<file path="config.mk">
export PLATFORM = sky130hd
export DESIGN_NAME = chrono_bcd
export DESIGN_NICKNAME = d
export VERILOG_FILES = /design/src/rtl/chrono_bcd.sv
export SDC_FILE = /design/constraint.sdc
export NUM_CORES = 1
export LEC_CHECK = 0
export CAP_MARGIN = 0
export CORE_ASPECT_RATIO = 0.8
export CORE_MARGIN = 2
export CORE_UTILIZATION = 59
export CTS_CLUSTER_DIAMETER = 80
export CTS_CLUSTER_SIZE = 10
export DETAILED_ROUTE_END_ITERATION = 7
export HOLD_SLACK_MARGIN = 0.03
export PLACE_DENSITY = 0.81
export REMOVE_ABC_BUFFERS = 1
export SLEW_MARGIN = 20
export SYNTH_ARGS = -nofsm -noshare
export SYNTH_HDL_FRONTEND = slang
export SYNTH_SLANG_ARGS = --single-unit
</file>
<file path="constraint.sdc">
create_clock -name clk -period 2.3 [get_ports clk]
set_input_delay 0.23 -clock clk [delete_from_list [all_inputs] [get_ports clk]]
set_output_delay 0.23 -clock clk [all_outputs]
set_load 0.02 [all_outputs]
</file>
<file path="src/rtl/chrono_bcd.sv">
// chrono_bcd: MM:SS.cc BCD stopwatch driven by two raw pushbuttons.
// Key sync/debounce, run/pause/clear FSM, tick prescaler and digit cascade.

module chrono_key #(
  parameter int DEB = 4
) (
  input  logic clk,
  input  logic reset_n,
  input  logic key_n,
  output logic press
);
  localparam int DW = $clog2(DEB + 1);

  logic s1, s2, acc, acc_q;
  logic [DW-1:0] cnt;

  always_ff @(posedge clk or negedge reset_n) begin
    if (!reset_n) begin
      s1    <= 1'b1;
      s2    <= 1'b1;
      acc   <= 1'b1;
      acc_q <= 1'b1;
      cnt   <= '0;
    end else begin
      s1    <= key_n;
      s2    <= s1;
      acc_q <= acc;
      if (s2 == acc) begin
        cnt <= '0;
      end else if (cnt == DW'(DEB - 1)) begin
        acc <= s2;
        cnt <= '0;
      end else begin
        cnt <= cnt + 1'b1;
      end
    end
  end

  // releases are filtered too, but only the falling edge is an event
  assign press = acc_q & ~acc;
endmodule

module chrono_bcd #(
  parameter int CLK_FREQ_HZ     = 50_000_000,
  parameter int TICK_HZ         = 100,
  parameter int DEBOUNCE_CYCLES = 1_000_000
) (
  input  logic       clk,
  input  logic       reset_n,
  input  logic       key_start_n,
  input  logic       key_clear_n,
  output logic [3:0] cs0,
  output logic [3:0] cs1,
  output logic [3:0] s0,
  output logic [3:0] s1,
  output logic [3:0] m0,
  output logic [3:0] m1,
  output logic       running,
  output logic       wrap
);
  localparam int DIV = CLK_FREQ_HZ / TICK_HZ;
  localparam int PW  = $clog2(DIV);

  typedef enum logic [1:0] {IDLE, RUN, PAUSE} state_t;

  state_t state, state_nx;
  logic start_p, clear_p, clr, tick;
  logic [PW-1:0] pre;
  logic c0, c1, c2, c3, c4, c5;

  chrono_key #(.DEB(DEBOUNCE_CYCLES)) u_start (
    .clk(clk), .reset_n(reset_n),
    .key_n(key_start_n), .press(start_p)
  );

  chrono_key #(.DEB(DEBOUNCE_CYCLES)) u_clear (
    .clk(clk), .reset_n(reset_n),
    .key_n(key_clear_n), .press(clear_p)
  );

  always_comb begin
    state_nx = state;
    clr      = 1'b0;
    unique case (state)
      IDLE:  if (start_p) state_nx = RUN;
      RUN:   if (start_p) state_nx = PAUSE;
      PAUSE: begin
        if (clear_p) begin
          state_nx = IDLE;
          clr      = 1'b1;
        end else if (start_p) begin
          state_nx = RUN;
        end
      end
      default: state_nx = IDLE;
    endcase
  end

  assign tick = (state == RUN) && (pre == PW'(DIV - 1));

  assign c0 = cs0 == 4'd9;
  assign c1 = c0 && cs1 == 4'd9;
  assign c2 = c1 && s0 == 4'd9;
  assign c3 = c2 && s1 == 4'd5;
  assign c4 = c3 && m0 == 4'd9;
  assign c5 = c4 && m1 == 4'd5;

  always_ff @(posedge clk or negedge reset_n) begin
    if (!reset_n) begin
      state   <= IDLE;
      running <= 1'b0;
      wrap    <= 1'b0;
      pre     <= '0;
    end else begin
      state   <= state_nx;
      running <= state_nx == RUN;
      wrap    <= tick && c5;
      if (clr)
        pre <= '0;
      else if (state == RUN)
        pre <= tick ? '0 : pre + 1'b1;
    end
  end

  // enable-style updates: digits hold their value unless cleared or ticked
  always_ff @(posedge clk or negedge reset_n) begin
    if (!reset_n) begin
      cs0 <= '0; cs1 <= '0;
      s0  <= '0; s1  <= '0;
      m0  <= '0; m1  <= '0;
    end else if (clr) begin
      cs0 <= '0; cs1 <= '0;
      s0  <= '0; s1  <= '0;
      m0  <= '0; m1  <= '0;
    end else if (tick) begin
      cs0 <= c0 ? 4'd0 : cs0 + 4'd1;
      if (c0) cs1 <= c1 ? 4'd0 : cs1 + 4'd1;
      if (c1) s0  <= c2 ? 4'd0 : s0 + 4'd1;
      if (c2) s1  <= c3 ? 4'd0 : s1 + 4'd1;
      if (c3) m0  <= c4 ? 4'd0 : m0 + 4'd1;
      if (c4) m1  <= c5 ? 4'd0 : m1 + 4'd1;
    end
  end
endmodule
</file>
==> results.py, run 1 <==
metrics = {
    "synth": {
        "synth_warnings": 0,
        "syn_inst": 488,
        "synth.area.mux_share_pct": 0.902,
        "yosysTopAreaCellShare_pct": 44.8,
        "yosys.area_share.xor_xnor_pct": 9.20,
        "synth_top_family_by_area": "simple AND/OR/NAND/NOR gates",
        "synth.distinct_cells": 56,
        "ys_top_cells_by_count": "dfrtp_1 (87), nor2_1 (75), nand3_1 (39), nand2_1 (34), xor2_1 (26)",
        "seq_area_frac_synth_pct": 49.1,
        "synth_area_um2": 4860,
        "synth_fa_ha_area_share_pct": 3.86,
        "ys_seq_elements": 95,
        "synth_ff_type": "dfrtp_1",
        "yosys-top-cells-area": "dfrtp_1 (45%), nor2_1 (5.8%), xor2_1 (4.7%), xnor2_1 (4.5%), dfstp_2 (4.3%)",
        "synth.most_common_cell": "dfrtp_1",
        "syn_area_per_cell_um2": 9.95,
        "synth_edf_count": 0,
        "yosys.area_share.simple_pct": 28.2,
        "synthArstFlopShare_pct": 100,
        "synth-compound-area-share_pct": 6.05,
        "synth_top_area_cell": "dfrtp_1",
    },
    "detailed_routing": {
        "drtIter0Drc": 205,
        "wl_um": 9380,
        "drc": 0,
        "wire_per_inst_um": 14.7,
        "ant_nets": 0,
        "vias_per_cell": 5.78,
        "first_pass_iters": 5,
        "vias": 3696,
    },
    "setup_path": {
        "path_class": "flip-flop to flip-flop",
        "crit_path_start_kind": "flip-flop",
        "startpoint": "cs0[1]$_DFFE_PN0P_",
        "reg2reg_from": "cs0[1]$_DFFE_PN0P_",
        "cp_cell_sequence": "inv_1 -> ha_1 -> nand3b_1 -> nor3_4 -> nand3_2 -> or4_1 -> a21oi_1",
        "critPathCaptureType": "flip-flop",
        "critical_path.slowest_cell": "or4_1",
        "cp.arrival_ns": 2.42,
        "required_ns": 2.59,
        "critical-path-top-delay-family": "simple AND/OR/NAND/NOR gates",
        "critPathBufInv": 1,
        "cpPeakStageDelay_ns": 0.50,
        "critPathMaxFanout": 8,
    },
    "timing": {
        "timing.hold.ws_ns": 0.265,
        "setup_violations": 0,
        "layout_min_cycle_time_ns": 2.12,
        "hold_viol": 0,
        "relSlewSlack_pct": 60.4,
        "finClkSkew_ns": 0.00630,
        "maxSlewViolCount": 0,
        "clock.fmax_mhz": 471,
        "tightestPinTransition_ns": 0.589,
        "rsz0062_at_grt": "false",
        "timing.final.ws_setup_ns": 0.178,
        "final.period_utilization_pct": 92.3,
    },
    "layout": {
        "n_antenna_cell": 0,
        "layout-drive-gt1-share_pct": 9.60,
        "area_delta_synth_final_pct": 13.4,
        "regArea_um2": 2390,
        "nFillCells": 602,
        "stdcell_area_um2": 5510,
        "nets": 545,
        "multi_input_area_um2": 2350,
        "instances_no_fill": 639,
    },
    "job": {
        "drv_cap": 0,
    },
    "floorplan": {
        "start_util_pct": 61.1,
        "core_area_um2": 7950,
        "die_h_um": 85.2,
        "die_x_um": 105,
        "die-area_um2": 8980,
        "ios": 30,
        "rows": 29,
    },
    "clock_network": {
        "htreeDepth": 3,
        "numCtsBuffers": 9,
        "cts-root-buf": "clkbuf_8",
        "clk_pin_slew_ns": 0.09,
        "cts_tree": "built",
        "ctsResizeCount": 0,
        "clk_latency_ns": 0.37,
        "clock_sinks": 95,
        "cts_buffer_depth": 2,
    },
    "power": {
        "p_per_area_nw_per_um2": 515,
        "combPwrFrac_pct": 2.6,
        "p_seq_share_pct": 59.7,
        "clockPowerShare_pct": 37.7,
        "power.internal_mw": 2.20,
        "power_switching_share_pct": 22.4,
        "irDropWorstVdd_v": 0.000454,
        "p_leak_nw": 2.35,
        "p_sw_mw": 0.635,
    },
    "placed_design": {
        "place_ws_ns": 0.196,
        "portBuffers": 29,
        "placed_cell_area_um2": 5310,
        "hpwl_um": 6770,
        "dp.cells": 622,
        "gp_congestion": 0.824,
    },
    "grt": {
        "met1_usage_pct": 30.9,
        "grt.overflow.total": 0,
        "grt_max_degree": 42,
        "grt.busiest_layer": "met2",
        "antenna_found_initial": 0,
        "grt_pass1_wl_um": 16400,
        "grt_util_all_layers_pct": 22.7,
        "grt.met2_usage_pct": 36.4,
        "globalRouteMet3Util_pct": 6.14,
        "grt_pass1_vias": 3612,
    },
    "hold_path": {
        "hp-start": "key_clear_n",
        "hp-class": "input port to flip-flop",
    },
    "status": {
        "status": "finished, final reports clean",
    },
}
-- worst register-to-register path, stage by stage (launching register included) --
cell and delay, ns:
dfrtp_1 0.43, inv_1 0.08, ha_1 0.15, nand3b_1 0.20
nor3_4 0.35, nand3_2 0.19, or4_1 0.50, a21oi_1 0.15
-- metrics by stage --
stage	power [mW]	utilization [%]	setup TNS, ns
detailed placement	1.80	66.8	0
floorplan	1.75	-	-5.01
global route	2.94	69.3	0
finish	2.84	69.3	0
CTS	2.86	69.3	0
global placement	1.80	66.8	0
-- power by group through the flow --
stage | Sequential [mW] | Clock (mW) | Combinational, mW
floorplan | 1.73 | 0 | 0.0231
global placement | 1.73 | 0 | 0.0732
detailed placement | 1.73 | 0 | 0.0753
CTS | 1.70 | 1.09 | 0.0769
global route | 1.70 | 1.16 | 0.0858
finish | 1.70 | 1.07 | 0.0731
-- final timing paths --
| check | slack [ns] | depth (start not counted) | endpoint |
|---|---|---|---|
| min in group asynchronous | 0.36 | 2 | s0[0]$_DFFE_PN0P_ |
| min reg2reg | 0.36 | 0 | u_clear.s2$_DFF_PN1_ |
| max | 0.18 | 7 | s1[3]$_DFFE_PN0P_ |
| max reg2reg | 0.18 | 7 | s1[3]$_DFFE_PN0P_ |
| min | 0.27 | 1 | u_clear.s1$_DFF_PN1_ |
| max in group asynchronous | 1.30 | 3 | u_clear.acc$_DFFE_PN1P_ |
-- cells by family (layout without fill, tap and decap cells) --
logic type,after synthesis,in the layout
flops,95,95
simple gates,246,246
fa+ha+maj,15,15
buf+inv,30,73
compound gates,47,47
xor+xnor,51,51
mux,4,4
-- cell usage in the layout (no fill, tap or decap), types with 3 or more instances in the layout --
cell type and count:
nand3_1 39, mux2_2 3, and4_1 7, clkdlybuf4s50_1 28
or4_1 3, or3_1 13, nor4_1 3, nand2_1 34
nand3b_1 5, nor2_1 75, o211ai_1 4, o31ai_1 4
clkbuf_8 9, inv_1 16, and3_1 8, nor2b_1 6
dfstp_2 8, nand4_1 15, nor4b_1 3, xor2_1 26
nor3_1 7, dfrtp_1 87, buf_4 11, a21oi_1 17
o21ai_0 8, ha_1 15, nand3_2 3, clkinv_2 3
xnor2_1 25, nand2b_1 5, a21o_1 3
-- layer usage --
layer  routed length, um  up-vias
li1                    -     1776
met3                 404       10
met5                   0        -
met2                4510       85
met1                4360     1825
met4                 107        0
-- cell type report --
| cell class | instances | share of cell area, % |
|---|---|---|
| tap | 108 | 2.45 |
| timing repair buffer | 41 | 7.13 |
| sequential | 95 | 43.3 |
| clock buffer | 10 | 2.32 |
| clock inverter | 6 | 1.11 |
| multi-input combinational | 363 | 42.6 |
| inverter | 16 | 1.09 |
-- repair_timing --
item,in CTS,in global routing
buffers inserted,0,0
endpoints found under the hold margin,30,0
hold buffers,1,0
-- registers in the layout, summed over array words and instances (netlist names) --
name / count
cs0: 4
u_clear.acc_q: 1
u_start.acc_q: 1
u_clear.cnt: 20
m0: 4
u_clear.acc: 1
cs1: 4
s1: 4
u_start.acc: 1
u_clear.s2: 1
u_start.s2: 1
s0: 4
u_start.cnt: 20
u_start.s1: 1
u_clear.s1: 1
m1: 4
pre: 19
state: 2
wrap: 1
running: 1
Power figures use the tool's default switching activity.
==> inputs of run 2 (changes only) <==
--- a/config.mk
+++ b/config.mk
@@ -15,7 +15,7 @@
 export HOLD_SLACK_MARGIN = 0.03
 export PLACE_DENSITY = 0.81
 export REMOVE_ABC_BUFFERS = 1
-export SLEW_MARGIN = 20
+export SLEW_MARGIN = 30
 export SYNTH_ARGS = -nofsm -noshare
 export SYNTH_HDL_FRONTEND = slang
 export SYNTH_SLANG_ARGS = --single-unit
==> results of run 2 <==
Final layout, timing and power as in run 1 (identical DEF).
